**src/rtl/mux_rr_arbiter_pkg.sv**
```systemverilog
// Shared definitions for the round-robin mux arbiter: FSM state encodings,
// requester count, mux select codes and a one-hot decode helper.
package mux_rr_arbiter_pkg;

  localparam int NUM_REQ = 4;

  typedef enum logic {
    ST_IDLE = 1'b0,
    ST_BUSY = 1'b1
  } state_t;

  localparam logic [1:0] SEL_A = 2'd0;
  localparam logic [1:0] SEL_B = 2'd1;
  localparam logic [1:0] SEL_C = 2'd2;
  localparam logic [1:0] SEL_D = 2'd3;

  // Turns a requester index into its one-hot grant pattern
  function automatic logic [NUM_REQ-1:0] oneHot4(input logic [1:0] idx);
    return 4'b0001 << idx;
  endfunction

endpackage

```
**src/rtl/mux_rr_arbiter_rr_pick4.sv**
```systemverilog
// Combinational round-robin picker: finds the first set request bit after
// the pointer, wrapping 3 -> 0, with the pointer position itself checked last.
module rr_pick4
  import mux_rr_arbiter_pkg::*;
(
  input  logic [NUM_REQ-1:0] req_i,
  input  logic [1:0]         pointer_i,
  output logic               found_o,
  output logic [1:0]         idx_o
);

  logic [1:0] cand;

  // Scan from the farthest slot to the nearest so the slot right after the
  // pointer wins when several requests are set
  always_comb begin
    found_o = 1'b0;
    idx_o   = 2'd0;
    cand    = 2'd0;
    for (int k = NUM_REQ; k >= 1; k--) begin
      cand = pointer_i + 2'(k);
      if (req_i[cand]) begin
        found_o = 1'b1;
        idx_o   = cand;
      end
    end
  end

endmodule

```
**src/rtl/mux_rr_arbiter.sv**
```systemverilog
// Round-robin arbiter with grant hold sharing one 4:1 data mux between four
// requesters. Grant, select and valid are registered; y is the combinational
// mux output gated by valid.
// Optional build macro MUX_ARB_TIMEOUT_EN: adds a hold counter that preempts
// a holder after HOLD_MAX cycles when another requester is waiting.
module mux_rr_arbiter
  import mux_rr_arbiter_pkg::*;
#(
  parameter int DATA_W   = 1,
  parameter int HOLD_MAX = 8
) (
  input  logic               clk,
  input  logic               rst,
  input  logic [NUM_REQ-1:0] req,
  input  logic [DATA_W-1:0]  a,
  input  logic [DATA_W-1:0]  b,
  input  logic [DATA_W-1:0]  c,
  input  logic [DATA_W-1:0]  d,
  output logic [NUM_REQ-1:0] grant,
  output logic [1:0]         sel,
  output logic               valid,
  output logic [DATA_W-1:0]  y
);

  // Reject an out-of-range hold limit at elaboration time
  if (HOLD_MAX < 1 || HOLD_MAX > 255) begin : gHoldMaxRange
    $error("mux_rr_arbiter: HOLD_MAX must be in 1..255");
  end

  state_t             state_q, state_d;
  logic [NUM_REQ-1:0] grant_q, grant_d;
  logic [1:0]         sel_q, sel_d;
  logic               valid_q, valid_d;
  logic [1:0]         last_q, last_d;

  logic [NUM_REQ-1:0] pickReq;
  logic               pickFound;
  logic [1:0]         pickIdx;
  logic               holderReq;
  logic               preempt;

`ifdef MUX_ARB_TIMEOUT_EN
  localparam logic [7:0] HOLD_LIM = 8'(HOLD_MAX - 1);
  logic [7:0] holdCnt_q, holdCnt_d;
`endif

  // While busy the holder is masked out so the picker only sees competitors;
  // the pointer equals the holder index then, so the search starts after it
  assign pickReq   = (state_q == ST_BUSY) ? (req & ~grant_q) : req;
  assign holderReq = |(req & grant_q);

  rr_pick4 uPick (
    .req_i     (pickReq),
    .pointer_i (last_q),
    .found_o   (pickFound),
    .idx_o     (pickIdx)
  );

  // Preemption only exists with the timeout build; otherwise the holder keeps
  // the grant until it drops its request
`ifdef MUX_ARB_TIMEOUT_EN
  assign preempt = (holdCnt_q >= HOLD_LIM);
`else
  assign preempt = 1'b0;
`endif

  // Next-state decision: initial grant from idle, handoff or release when the
  // holder drops (or times out), otherwise hold
  always_comb begin
    state_d   = state_q;
    grant_d   = grant_q;
    sel_d     = sel_q;
    valid_d   = valid_q;
    last_d    = last_q;
`ifdef MUX_ARB_TIMEOUT_EN
    holdCnt_d = holdCnt_q;
`endif
    case (state_q)
      ST_IDLE: begin
        if (pickFound) begin
          state_d   = ST_BUSY;
          grant_d   = oneHot4(pickIdx);
          sel_d     = pickIdx;
          valid_d   = 1'b1;
          last_d    = pickIdx;
`ifdef MUX_ARB_TIMEOUT_EN
          holdCnt_d = 8'd0;
`endif
        end
      end
      ST_BUSY: begin
        if ((!holderReq || preempt) && pickFound) begin
          grant_d   = oneHot4(pickIdx);
          sel_d     = pickIdx;
          last_d    = pickIdx;
`ifdef MUX_ARB_TIMEOUT_EN
          holdCnt_d = 8'd0;
`endif
        end else if (!holderReq) begin
          state_d = ST_IDLE;
          grant_d = '0;
          valid_d = 1'b0;
        end else begin
`ifdef MUX_ARB_TIMEOUT_EN
          if (holdCnt_q != 8'hFF) begin
            holdCnt_d = holdCnt_q + 8'd1;
          end
`endif
        end
      end
      default: begin
        state_d = ST_IDLE;
        grant_d = '0;
        valid_d = 1'b0;
      end
    endcase
  end

  // Arbiter state and registered outputs; reset clears everything at once
  always_ff @(posedge clk or posedge rst) begin
    if (rst) begin
      state_q   <= ST_IDLE;
      grant_q   <= '0;
      sel_q     <= SEL_A;
      valid_q   <= 1'b0;
      last_q    <= 2'd3;
`ifdef MUX_ARB_TIMEOUT_EN
      holdCnt_q <= 8'd0;
`endif
    end else begin
      state_q   <= state_d;
      grant_q   <= grant_d;
      sel_q     <= sel_d;
      valid_q   <= valid_d;
      last_q    <= last_d;
`ifdef MUX_ARB_TIMEOUT_EN
      holdCnt_q <= holdCnt_d;
`endif
    end
  end

  // Shared data mux; output is forced to zero when nobody holds the grant
  always_comb begin
    y = '0;
    if (valid_q) begin
      case (sel_q)
        SEL_A:   y = a;
        SEL_B:   y = b;
        SEL_C:   y = c;
        default: y = d;
      endcase
    end
  end

  assign grant = grant_q;
  assign sel   = sel_q;
  assign valid = valid_q;

endmodule

```
**config.mk**
```make
export PLATFORM = sky130hd
export DESIGN_NAME = mux_rr_arbiter
export DESIGN_NICKNAME = d
export VERILOG_FILES = /design/src/rtl/mux_rr_arbiter_pkg.sv /design/src/rtl/mux_rr_arbiter_rr_pick4.sv /design/src/rtl/mux_rr_arbiter.sv
export SDC_FILE = /design/constraint.sdc
export NUM_CORES = 1
export LEC_CHECK = 0
export CORE_UTILIZATION = 49
export DETAILED_ROUTE_END_ITERATION = 8
export PLACE_DENSITY = 0.81
export SYNTH_ARGS = -nofsm -noshare
export SYNTH_HDL_FRONTEND = slang
export SYNTH_SLANG_ARGS = --single-unit
export TNS_END_PERCENT = 100
```
**constraint.sdc**
```tcl
create_clock -name clk -period 2.4 [get_ports clk]
set_input_delay 0.24 -clock clk [delete_from_list [all_inputs] [get_ports clk]]
set_output_delay 0.24 -clock clk [all_outputs]
set_load 0.01 [all_outputs]
```
* Word-level counts from Yosys, hierarchy flattened
Index checks and enable logic that the tools add are counted.
** Storage, ports and cells
- Register bits after elaboration :: 10
- Input port bits :: 10
- Output and inout bits :: 8
** Cells by class
- Add/sub/neg operators :: 3
- Order comparisons :: 4
- Equal/unequal tests :: 7
- Shift-type cells :: 1
- Mux-type cells :: 34
- Bitwise gates (word level) :: 4
- Reduce and logical (&&, ||, !) cells :: 7
** Operator list (number)
- 2-to-1 mux 4 bit :: 4
- 2-to-1 mux 1 bit :: 15
- less-than comparator 2 x 3 -> 1 bit, second input constant :: 4
- 2-to-1 mux 2 bit :: 6
- AND 4 bit :: 2
- binary-select mux 1 bit (select 2 bit) :: 4
- one-hot mux 4 bit (2 select lines) :: 1
- != test 2 bit, second input constant :: 3
- adder 2 bit, second input constant :: 2
- NOT 4 bit :: 1
- one-hot mux 1 bit (2 select lines) :: 2
- one-hot mux 2 bit (2 select lines) :: 1
- AND reduction 2 bit :: 2
- OR reduction 4 bit :: 1
- << shifter 1 x 2 -> 4 bit, first input constant :: 1
- != test 3 x 2 -> 1 bit, second input constant :: 1
- one-hot mux 1 bit (3 select lines) :: 1
- AND reduction 3 bit :: 1
- adder 2 x 1 -> 2 bit, second input constant :: 1
- == test 2 x 1 -> 1 bit, second input constant :: 1
- == test 2 bit, second input constant :: 1
- zero test 2 bit :: 1
- != test 2 x 1 -> 1 bit, second input constant :: 1
- logical AND 1 bit :: 1
- 2 further kinds :: 2

* Depth between registers and ports, before layout
- Depth after elaboration :: 12
- Mapped depth :: 7

* Hierarchy
A second synthesis with hierarchy kept.
** Second synthesis, totals
- Cell total of the unflattened synthesis :: 66
- Area, all modules :: 698.2 µm²
** By module, submodules not included
- mux_rr_arbiter :: times used 1, cells each 52, area an instance 606.8 µm²
- rr_pick4 :: times used 1, cells each 14, area an instance 91.3 µm²

* Least setup slack after synthesis
Ideal clock, no wire load.
- Path kind :: reg2reg
- From :: reg grant_q[2] (netlist: grant[2])
- To :: reg grant_q[1] (netlist: grant[1])
- Library setup time :: 121 ps
- Data arrival time :: 1431 ps
- Data required time :: 2279 ps
- Slack :: 848 ps
- Cell stages (with the launch flop) :: 6
- Path buffers :: 0
- Cell sequence :: dfrtp_1 -> a22o_1 -> a221oi_2 -> nor2b_1 -> o21bai_1 -> a22o_1
** On the way
- Cells in the longest elaborated chain, start to end :: 12
- Elaborated cells on any way between the ends :: 30
- Classes of those cells :: 2 x eq/ne; 1 x shift; 20 x mux; 3 x bitwise; 4 x reduce/logical
** RTL lines
- start, declared :: RTL line mux_rr_arbiter.sv:31 : logic [NUM_REQ-1:0] grant_q, grant_d;
- start signal, assigned :: RTL line mux_rr_arbiter.sv:132 : grant_q <= grant_d;
- NOT 4 bit :: RTL line mux_rr_arbiter.sv:49 : assign pickReq = (state_q == ST_BUSY) ? (req & ~grant_q) : req;
- AND 4 bit :: RTL line mux_rr_arbiter.sv:49
- 2-to-1 mux 4 bit :: RTL line mux_rr_arbiter.sv:49
- binary-select mux 1 bit (select 2 bit) :: RTL line mux_rr_arbiter_rr_pick4.sv:22 : if (req_i[cand]) begin
- 2-to-1 mux 1 bit (implied by the code) :: RTL line mux_rr_arbiter_rr_pick4.sv:22
- 2-to-1 mux 2 bit or 2-to-1 mux 1 bit (tied branches) (4 in series) :: RTL line mux_rr_arbiter_rr_pick4.sv:22
- << shifter 1 x 2 -> 4 bit or logical AND 1 bit (tied branches) :: RTL line mux_rr_arbiter_pkg.sv:19, mux_rr_arbiter.sv:92
- 2-to-1 mux 4 bit, or another cell as far along :: RTL line mux_rr_arbiter.sv:92 : if ((!holderReq || preempt) && pickFound) begin
- one-hot mux 4 bit (2 select lines) or AND reduction 2 bit (tied branches)
Parallel ways exist; a longest one is shown, timed or not. The select of a mux whose other input is x is not followed.
A chain may end at the register's enable or synchronous reset.

* Final worst setup path
- From :: reg sel_q[0] (netlist: sel[0])
- To :: out y
** On the way
- Cells in the longest elaborated chain, start to end :: 3
- Elaborated cells on any way between the ends :: 5
- Classes of those cells :: 2 x eq/ne; 2 x mux; 1 x reduce/logical
** RTL lines
- start, declared :: RTL line mux_rr_arbiter.sv:32 : logic [1:0] sel_q, sel_d;
- start signal, assigned :: RTL line mux_rr_arbiter.sv:133 : sel_q <= sel_d;
- == test 2 bit, or another cell as far along :: RTL line mux_rr_arbiter.sv:146 : case (sel_q)
- one-hot mux 1 bit (3 select lines) * :: RTL line mux_rr_arbiter.sv:146
- 2-to-1 mux 1 bit * :: RTL line mux_rr_arbiter.sv:145 : if (valid_q) begin
- end, declared :: RTL line mux_rr_arbiter.sv:22 : output logic [DATA_W-1:0] y
Mark *: on every way between the ends. The rest lies on a longest branch, timed or not.

==> impl_metrics.csv <==
group,metric,value,unit
sta,fmax,494.7,MHz
routing,viasPerCell,5.876,
sta,finClkSkew,1.716,ps
logic_synthesis,synth_area_leader_cell,"dfrtp_1",
cells_and_area,antenna_cells,0,
clock_tree,clock_path_buffers,2,
placement,gp_congestion,0.8117,
global_routing,grt.met1_usage,32.97,%
critical_path,worst-r2r-cell-count,5,
critical_path,path_cells,"mux4_2 > and2_1 > clkdlybuf4s50_1",
critical_path,worstPathArrival,1780,ps
placement,port_buffers,17,
pwr,powerDensity,1283,mW/mm²
routing,drt_wl_total,1507,µm
cells_and_area,mostFrequentLayoutCells,"17 x clkdlybuf4s50_1, 13 x nand2_1, 8 x dfrtp_1",
critical_path,endpoint_kind,"output port",
routing,ant_nets,0,
global_routing,use_met3,6.936,%
global_routing,grt_pass1_vias,526,
logic_synthesis,yosysTopAreaCellShare,30.25,%
global_routing,grt_pass1_wl,2346,µm
pwr,switching_share,41.24,%
floorplan,rows,12,
routing,num_vias,617,
sta,fin_tns_setup,0,ps
floorplan,dieArea,0.001502,mm²
logic_synthesis,ys_warn_count,0,
logic_synthesis,synth_cell_types,33,
global_routing,top_usage_layer,"met2",
sta,finalSetupViolCount,0,
logic_synthesis,ys_ff_latch,10,
floorplan,initial_core_util,55.80,%
global_routing,grt-ovfl-total,0,
critical_path,critical_path.max_fanout,3,
pwr,netSwitchingPower,0.0004627,W
critical_path,crit_type,"reg -> out",
cells_and_area,seq_area,252.7,µm²
floorplan,pin_count,18,
cells_and_area,multi_input_area,375.4,µm²
logic_synthesis,yosys.area_share.simple,23.25,%
sta,slew_headroom,70.55,%
global_routing,track_usage,23.67,%
floorplan,die_w,38.76,µm
cells_and_area,syn2layout_area_growth,32.14,%
cells_and_area,nets,102,
flow_run,drv_cap,0,
clock_tree,post-cts-setup-buffers,0,
floorplan,die_h,38.76,µm
critical_path,startpoint_type,"register",
sta,rsz0062_at_grt,"no",
global_routing,grt_max_degree,13,
logic_synthesis,synth_compound_area_share,30.06,%
floorplan,placeableCoreArea,0.001186,mm²
sta,finalMaxSlewViolations,0,
global_routing,antenna_found_initial,0,
pwr,p_comb_share,54.2,%
logic_synthesis,syn_area,661.9,µm²
cells_and_area,final_common_cell,"clkdlybuf4s50_1",
outcome,status,"complete, no violations",
clock_tree,hold_buffers,0,
sta,hold_viol,0,
sta,period_share,84.23,%
logic_synthesis,synth.area.top_cells,"dfrtp_1 30%, dfstp_2 7.9%, nand2_1 7.4%",
clock_tree,clock_latency,270,ps
clock_tree,cts_buffers,3,
critical_path,slowest_stage,"mux4_2",
logic_synthesis,synth_cells,71,
cells_and_area,nFillCells,104,
placement,dp_hpwl,1137,µm
routing,firstDrtPassIters,5,
critical_path,rrSetupSlack,640,ps
clock_tree,cts.sinks,10,
routing,wl_per_cell,14.35,µm
global_routing,use_met2,33.33,%
pwr,leakage,0.3634,nW
routing,dr.first_iter.drc_count,22,
critical_path,rr_startpoint,"state_q$_DFF_PP0_",
cells_and_area,final-instance-count-excl-fill,105,
pwr,pwr-share-clk,13.6,%
logic_synthesis,syn_nets,81,
pwr,finalPower,0.001122,W
clock_tree,cts.repair.resized,0,
logic_synthesis,muxShareOfSynthArea,3.403,%
pwr,vdd_drop_max,0.0007203,V
sta,min_period,2021,ps
cells_and_area,utilization,73.73,%
clock_tree,h-tree-depth,1,
logic_synthesis,synthAdderAreaFrac,0,%
critical_path,worst_path_largest_cell_delay,500,ps
logic_synthesis,synth_xor_area_share,0,%
cells_and_area,drive_gt1_share,20.88,%
critical_path,cp.required,2160,ps
logic_synthesis,synth.avg_cell_area,9.322,µm²
pwr,p_int,0.0006593,W
pwr,pwr-share-seq,32.3,%
clock_tree,clock_tree.root_cell,"clkbuf_4",
worst_hold_path,hold_path_class,"in -> async",
sta,worst_pin_slew,439.3,ps
logic_synthesis,synth_top_family_by_area,"compound AO/OA/AOI/OAI gates",
logic_synthesis,ys_seq_area_share,38.19,%
routing,drc,0,
clock_tree,cts_tree,"yes",
placement,placedCellCount,101,
critical_path,timing.rr.end,"grant[2]$_DFFE_PP0P_",
clock_tree,clkTransAtPathRegs,60,ps
-- layer usage --
metal | vias to the layer above | share of wire [%]
met5 | - | 0
met4 | 0 | 0.93
met3 | 2 | 7.4
met2 | 25 | 46
met1 | 288 | 46
li1 | 302 | -
-- worst max-delay path: cells and delay by family (launching register included) --
| family | cells | cell delay (ps) |
|---|---|---|
| buffers and inverters | 1 | 460 |
| multiplexers | 1 | 500 |
| flip-flops | 1 | 380 |
| AND/OR/NAND/NOR | 1 | 160 |
-- registers in the layout, summed over array words and instances (netlist names) --
register and count:
grant 4, last_q 2, sel 2, state_q 1, valid 1
-- logic make-up after synthesis --
family	count (synthesis)
and+or+nand+nor	30
muxes	1
AOI/OAI and AO/OA	23
buffers and inverters	7
DFF	10
-- how the worst max path moves through the flow --
stage / cells after the start / from / to
detailed placement: 7 / req[2] / sel[0]$_DFFE_PP0P_
CTS: 3 / sel[0]$_DFFE_PP0P_ / y
floorplan: 5 / grant[2]$_DFFE_PP0P_ / grant[1]$_DFFE_PP0P_
global route: 3 / sel[0]$_DFFE_PP0P_ / y
finish: 3 / sel[0]$_DFFE_PP0P_ / y
global placement: 7 / req[2] / sel[0]$_DFFE_PP0P_
-- metrics by stage --
| step | setup WS (ps) | hold WS, ps | area (µm²) |
|---|---|---|---|
| 2_1_floorplan | 848.0 | 78.75 | 661.9 |
| 6_report | 378.5 | 231.5 | 874.6 |
| 4_1_cts | 361.0 | 235.3 | 874.6 |
| 3_3_place_gp | 416.8 | 524.1 | 838.3 |
| 5_1_grt | 288.5 | 298.0 | 874.6 |
| 3_5_place_dp | 407.8 | 531.7 | 838.3 |
-- Yosys cell counts, drive strengths merged --
library cell / n
and2: 1
a21boi: 2
a22oi: 1
o21bai: 1
nor3: 4
a21oi: 3
a221oi: 2
nand2b: 3
buf: 1
mux4: 1
nand2: 13
o22ai: 1
a22o: 3
o21ai: 2
dfstp: 2
nand3: 1
inv: 6
nor2: 7
nor2b: 1
a311oi: 1
dfrtp: 8
a2bb2oi: 1
o21a: 2
a32o: 1
a31oi: 1
o221ai: 2
-- cell type report --
type	count	share of cell area, %
timing repair buffer	17	19.46
sequential	10	28.90
inverter	6	2.575
multi-input combinational	54	42.92
clock buffer	4	4.149
tap	14	2.003
-- power groups by stage --
stage,combinational (W),sequential (W),clock (W)
after global routing,0.000670,0.000372,0.000166
after detailed placement,0.000601,0.000365,0
after CTS,0.000608,0.000362,0.000157
after global placement,0.000591,0.000362,0
final,0.000608,0.000362,0.000152
after floorplan,0.000397,0.000358,0
(Power assumes the default switching activity.)
